`config.mk`:
```
export PLATFORM = sky130hd
export DESIGN_NAME = bcd_scan_display
export DESIGN_NICKNAME = d
export VERILOG_FILES = /design/src/rtl/bcd_scan_display_pkg.sv /design/src/rtl/bcd_scan_display_seg7.sv /design/src/rtl/bcd_scan_display.sv
export SDC_FILE = /design/constraint.sdc
export NUM_CORES = 1
export LEC_CHECK = 0
export CORE_ASPECT_RATIO = 0.8
export CORE_MARGIN = 8
export CORE_UTILIZATION = 40
export DETAILED_ROUTE_END_ITERATION = 12
export SYNTH_ARGS = -nofsm -noshare
export SYNTH_HDL_FRONTEND = slang
export SYNTH_HIERARCHICAL = 1
export SYNTH_SLANG_ARGS = --single-unit
```
`constraint.sdc`:
```
create_clock -name clk -period 2.75 [get_ports clk]
set_input_delay 0.55 -clock clk [delete_from_list [all_inputs] [get_ports clk]]
set_output_delay 0.55 -clock clk [all_outputs]
set_load 0.03 [all_outputs]
```
`src/rtl/bcd_scan_display_pkg.sv`:
```
// rtl/bcd_scan_display_pkg.sv - shared widths and active-low 7-segment codes
// Segment bit order is {g,f,e,d,c,b,a}; a 0 lights the segment (common anode).
package bcd_scan_display_pkg;

    localparam int BCD_W = 4;   // one BCD digit, shared with the counter chain
    localparam int SEG_W = 8;   // {dp,g,f,e,d,c,b,a}

    localparam logic [6:0] SEG_0     = 7'b1000000;
    localparam logic [6:0] SEG_1     = 7'b1111001;
    localparam logic [6:0] SEG_2     = 7'b0100100;
    localparam logic [6:0] SEG_3     = 7'b0110000;
    localparam logic [6:0] SEG_4     = 7'b0011001;
    localparam logic [6:0] SEG_5     = 7'b0010010;
    localparam logic [6:0] SEG_6     = 7'b0000010;
    localparam logic [6:0] SEG_7     = 7'b1111000;
    localparam logic [6:0] SEG_8     = 7'b0000000;
    localparam logic [6:0] SEG_9     = 7'b0010000;
    localparam logic [6:0] SEG_DASH  = 7'b0111111;
    localparam logic [6:0] SEG_BLANK = 7'b1111111;

endpackage

```
`src/rtl/bcd_scan_display_seg7.sv`:
```
// rtl/bcd_scan_display_seg7.sv - combinational BCD to active-low 7-segment decoder
// Ports:
//   code : 4-bit BCD code; 10..15 are not decimal digits and show a dash
//   seg  : {g,f,e,d,c,b,a}, active-low
module bcd_to_seg7
    import bcd_scan_display_pkg::*;
(
    input  logic [BCD_W-1:0] code,
    output logic [6:0]       seg
);

    always_comb begin
        seg = SEG_DASH;
        case (code)
            4'd0:    seg = SEG_0;
            4'd1:    seg = SEG_1;
            4'd2:    seg = SEG_2;
            4'd3:    seg = SEG_3;
            4'd4:    seg = SEG_4;
            4'd5:    seg = SEG_5;
            4'd6:    seg = SEG_6;
            4'd7:    seg = SEG_7;
            4'd8:    seg = SEG_8;
            4'd9:    seg = SEG_9;
            default: seg = SEG_DASH;
        endcase
    end

endmodule

```
`src/rtl/bcd_scan_display.sv`:
```
// rtl/bcd_scan_display.sv - time-multiplexed BCD scan driver for a common-anode 7-segment display
// Ports:
//   clk, rst_n : clock; asynchronous active-low reset
//   bcd_in     : N_DIGITS packed BCD digits, digit 0 in bits [3:0]
//   dp_in      : decimal point request per digit, 1 = lit
//   lzb_en     : 1 = blank leading zeros
//   ssd_an     : digit enables, active-low, one digit at a time
//   ssd_seg    : {dp,g,f,e,d,c,b,a}, active-low
//   scan_tick  : one-cycle pulse at the end of every digit slot
module bcd_scan_display
    import bcd_scan_display_pkg::*;
#(
    parameter int N_DIGITS = 4,
    parameter int SCAN_DIV = 100000,
    parameter int DIV_W    = 17
) (
    input  logic                      clk,
    input  logic                      rst_n,
    input  logic [BCD_W*N_DIGITS-1:0] bcd_in,
    input  logic [N_DIGITS-1:0]       dp_in,
    input  logic                      lzb_en,
    output logic [N_DIGITS-1:0]       ssd_an,
    output logic [SEG_W-1:0]          ssd_seg,
    output logic                      scan_tick
);

    localparam int IDX_W = (N_DIGITS > 1) ? $clog2(N_DIGITS) : 1;

    logic [DIV_W-1:0]          pre;
    logic [IDX_W-1:0]          idx;
    logic                      running;
    logic                      last_digit;
    logic [BCD_W*N_DIGITS-1:0] snap_bcd;
    logic [N_DIGITS-1:0]       snap_dp;
    logic                      snap_lzb;

    logic [BCD_W-1:0]          cur_code;
    logic                      cur_dp;
    logic                      cur_blank;
    logic [N_DIGITS-1:0]       an_next;
    logic [6:0]                dec_seg;

    assign scan_tick  = (pre == DIV_W'(SCAN_DIV - 1));
    assign last_digit = (idx == IDX_W'(N_DIGITS - 1));

    always_ff @(posedge clk or negedge rst_n) begin
        if (!rst_n) begin
            pre <= '0;
        end else if (scan_tick) begin
            pre <= '0;
        end else begin
            pre <= pre + 1'b1;
        end
    end

    // idx starts on the last digit so the first tick wraps it to digit 0 and
    // simultaneously opens the first frame (snapshot capture).
    always_ff @(posedge clk or negedge rst_n) begin
        if (!rst_n) begin
            idx      <= IDX_W'(N_DIGITS - 1);
            running  <= 1'b0;
            snap_bcd <= '0;
            snap_dp  <= '0;
            snap_lzb <= 1'b0;
        end else if (scan_tick) begin
            running <= 1'b1;
            idx     <= last_digit ? '0 : idx + 1'b1;
            if (last_digit) begin
                snap_bcd <= bcd_in;
                snap_dp  <= dp_in;
                snap_lzb <= lzb_en;
            end
        end
    end

    // Select the current digit from the frozen snapshot. A digit is blanked
    // only when it and every more-significant digit are zero; digit 0 always shows.
    always_comb begin
        cur_code  = '0;
        cur_dp    = 1'b0;
        an_next   = '1;
        cur_blank = snap_lzb && (idx != '0);
        for (int k = 0; k < N_DIGITS; k++) begin
            if (idx == IDX_W'(k)) begin
                cur_code   = snap_bcd[BCD_W*k +: BCD_W];
                cur_dp     = snap_dp[k];
                an_next[k] = 1'b0;
            end
            if ((IDX_W'(k) >= idx) && (snap_bcd[BCD_W*k +: BCD_W] != '0)) begin
                cur_blank = 1'b0;
            end
        end
    end

    bcd_to_seg7 u_dec (
        .code (cur_code),
        .seg  (dec_seg)
    );

    // Outputs are registered from the already-updated idx, so they trail idx by
    // one clock; they stay dark until the first slot has started.
    always_ff @(posedge clk or negedge rst_n) begin
        if (!rst_n) begin
            ssd_an  <= '1;
            ssd_seg <= '1;
        end else if (running) begin
            ssd_an  <= an_next;
            ssd_seg <= {~cur_dp, (cur_blank ? SEG_BLANK : dec_seg)};
        end else begin
            ssd_an  <= '1;
            ssd_seg <= '1;
        end
    end

endmodule
```
==> impl_metrics.sql <==
INSERT INTO impl_metrics (metric_group, metric, value, unit) VALUES
('run_status', 'status', 'complete, no violations', ''),
('power_and_ir_drop', 'power.static_leakage', '1.458', 'nW'),
('die', 'start_util', '40.99', '%'),
('synthesis', 'yosysUniqueCellTypes', '40', ''),
('synthesis', 'synth_edf_count', '0', ''),
('critical_path', 'arrival', '2810', 'ps'),
('clock_network', 'clk_latency', '300', 'ps'),
('clock_network', 'cts_sinks', '53', ''),
('critical_path', 'critical_path.endpoint_type', 'flip-flop', ''),
('route', 'routed-via-count', '1715', ''),
('clock_network', 'cts_tree', 'done', ''),
('synthesis', 'synth.area.top_cells', 'sky130_fd_sc_hd__dfrtp_1 (38%), sky130_fd_sc_hd__dfstp_2 (14%), sky130_fd_sc_hd__mux2_2 (8.2%), sky130_fd_sc_hd__ha_1 (5.3%), sky130_fd_sc_hd__nand2_1 (3.0%)', ''),
('clock_network', 'path_clk_slew', '90', 'ps'),
('placed_design', 'finalWeightedCongestion', '0.8388', ''),
('power_and_ir_drop', 'vdd_drop_max', '0.1749', 'mV'),
('synthesis', 'syn_inst', '226', ''),
('cells_and_area', 'mostFrequentLayoutCells', 'sky130_fd_sc_hd__dfrtp_1 (39), sky130_fd_sc_hd__clkdlybuf4s50_1 (33), sky130_fd_sc_hd__nand2_1 (21)', ''),
('critical_path', 'rr_worst_depth', '10', ''),
('die', 'io_pins', '36', ''),
('global_route', 'grt.total_usage', '11.43', '%'),
('synthesis', 'synth_top_flop_cell', 'sky130_fd_sc_hd__dfrtp_1', ''),
('critical_path', 'cp_slowest_stage_delay', '590', 'ps'),
('sta', 'tightest_slew', '649.5', 'ps'),
('cells_and_area', 'finalNetCount', '302', ''),
('sta', 'clock.fmax', '387.3', 'MHz'),
('critical_path', 'timing.critical_path.from_type', 'flip-flop', ''),
('sta', 'final_min_period_over_clock_period', '93.90', '%'),
('critical_path', 'reg_to_reg_critical_path_endpoint', 'ssd_seg[0]', ''),
('sta', 'fin_worst_skew', '4.280', 'ps'),
('placed_design', 'placement.io_buffers', '35', ''),
('cells_and_area', 'num_antenna_cells', '0', ''),
('clock_network', 'tritoncts.num_buffers', '5', ''),
('sta', 'slew_violations', '0', ''),
('clock_network', 'cts_max_path_buffers', '2', ''),
('synthesis', 'mappedNetlistNets', '260', ''),
('synthesis', 'synth_largest_type_area_fraction', '37.54', '%'),
('route', 'route.detailed.drc', '0', ''),
('die', 'die-width', '106.1', 'um'),
('sta', 'grt_setup_unrepaired', 'false', ''),
('critical_path', 'cpMaxStageDelayCell', 'sky130_fd_sc_hd__dfstp_2', ''),
('critical_path', 'timing.critical_path.cells', 'inv_1, ha_2, nor2b_2, a221oi_1, o31ai_1, buf_4, or2_4, a21oi_1, nor2_1, or2_2', ''),
('worst_hold_path', 'holdCritPathClass', 'input pin to asynchronous set/reset pin', ''),
('route', 'postRouteWirelength', '4.948', 'mm'),
('clock_network', 'clockRootBuffer', 'sky130_fd_sc_hd__clkbuf_8', ''),
('sta', 'timing.final.setup_violations', '0', ''),
('die', 'core', '6344', 'um2'),
('synthesis', 'synth_area', '2600', 'um2'),
('global_route', 'grt_start_max_net_pins', '54', ''),
('global_route', 'first_global_vias', '1735', ''),
('sta', 'worst_hold_slack', '352.6', 'ps'),
('critical_path', 'critical_path.reg2reg.startpoint', 'idx[0]', ''),
('sta', 'period_minus_slack', '2582', 'ps'),
('die', 'die_height', '88.11', 'um'),
('route', 'wl_per_cell', '14.02', 'um'),
('global_route', 'grt_first_pass_wirelength', '8.597', 'mm'),
('global_route', 'antenna_found_initial', '0', ''),
('critical_path', 'cp_data_required_time', '2980', 'ps'),
('placed_design', 'detailed_place_hpwl', '3.631', 'mm'),
('die', 'die-area', '9352', 'um2'),
('synthesis', 'async_flop_share', '100.0', '%'),
('sta', 'slew_headroom', '56.70', '%'),
('die', 'placementRows', '26', ''),
('synthesis', 'seq_area_frac_synth', '51.68', '%'),
('power_and_ir_drop', 'power-per-cell-area', '399.3', 'nW/um2'),
('route', 'drt_iter0_markers', '61', ''),
('route', 'postRouteAntennaNets', '0', ''),
('sta', 'setup_tns', '0', 'ps'),
('synthesis', 'yosys_warnings', '6', ''),
('synthesis', 'synth_seq_cells', '53', ''),
('cells_and_area', 'drive_gt1_share', '25.65', '%'),
('clock_network', 'cts-hold-fix-buffers', '0', '');
## metal layers
| metal | track usage (%) | vias up | wire length (um) |
|---|---|---|---|
| li1 | - | 869 | - |
| met1 | 16.65 | 801 | 2689 |
| met2 | 15.31 | 40 | 1902 |
| met3 | 3.456 | 5 | 290 |
| met4 | 4.204 | 0 | 65 |
| met5 | 0 | - | 0 |
## worst max-delay path, delay by kind of cell, from the launching register on
kind            cells  cell delay [ps]
simple gates        4              750
compound gates      3              640
buf+inv             2              290
fa+ha+maj           1              240
flops               1              590
## through the flow
step	util (%)	std cells	setup slack, ps	cell area [um2]	power (mW)
after global placement	48.36	345	141.5	3068	0.8418
after detailed placement	48.36	345	82.93	3068	0.8415
final	50.12	353	167.8	3179	1.269
after CTS	49.78	353	63.40	3158	1.295
after global routing	50.12	353	11.02	3179	1.333
after floorplan	-	226	12.69	2600	0.7948
## report_power, final
group	switching (mW)	total [mW]	leakage (nW)	internal (mW)
sequential	0	0.780	0.678	0.780
combinational	0.0183	0.0456	0.735	0.0273
clock	0.238	0.444	0.0455	0.206
## worst max path at each step
stage / from / to / slack, ps / cells past startpoint
3_3_place_gp: idx[1] / ssd_seg[0] / 140 / 12
3_5_place_dp: idx[1] / ssd_seg[3] / 80 / 12
6_report: idx[0] / ssd_seg[0] / 170 / 10
2_1_floorplan: idx[1] / ssd_seg[3] / 10 / 13
4_1_cts: idx[1] / ssd_seg[0] / 60 / 12
5_1_grt: idx[1] / ssd_seg[0] / 10 / 12
## kinds of logic after synthesis
group | Yosys count | share of synthesized area [%]
DFF | 53 | 51.68
xor gates and xnor gates | 15 | 5.053
muxes | 22 | 9.528
AOI/OAI and AO/OA | 22 | 5.583
adders and majority gates | 11 | 5.293
buffers and inverters | 14 | 2.983
and+or+nand+nor | 89 | 19.87
## flip-flops by register name (all words and copies together) (netlist names)
register	count
snap_bcd	16
ssd_seg	8
snap_dp	4
snap_lzb	1
ssd_an	4
running	1
idx	2
pre	17
## repair_timing
action                                 in CTS  in global routing
endpoints found under the hold margin       0                  0
gates resized for setup                     0                  9
setup buffers                               0                  0
setup endpoints to repair                   0                  7
## cell usage after synthesis (all sizes together) (4+ instances only)
cell and number:
mux2 22, nand4 4, or2 8, dfstp 14, inv 6, nand2 21
nand3 4, nor4b 4, buf 5, o21ai 6, xor2 6, nor4 4
nor2 16, ha 11, dfrtp 39, xnor2 9, a21oi 8, nor2b 5
nor3 6
## cell type report
cell class | count | area (um2)
inverters | 6 | 22.52
fillers | 588 | 3164
clock buffers | 8 | 90.09
repair buffers | 43 | 420.4
well taps | 84 | 105.1
flip-flops and latches | 53 | 1344
multi-input cells | 159 | 1197
No activity file was read; power rests on OpenSTA's default activity.
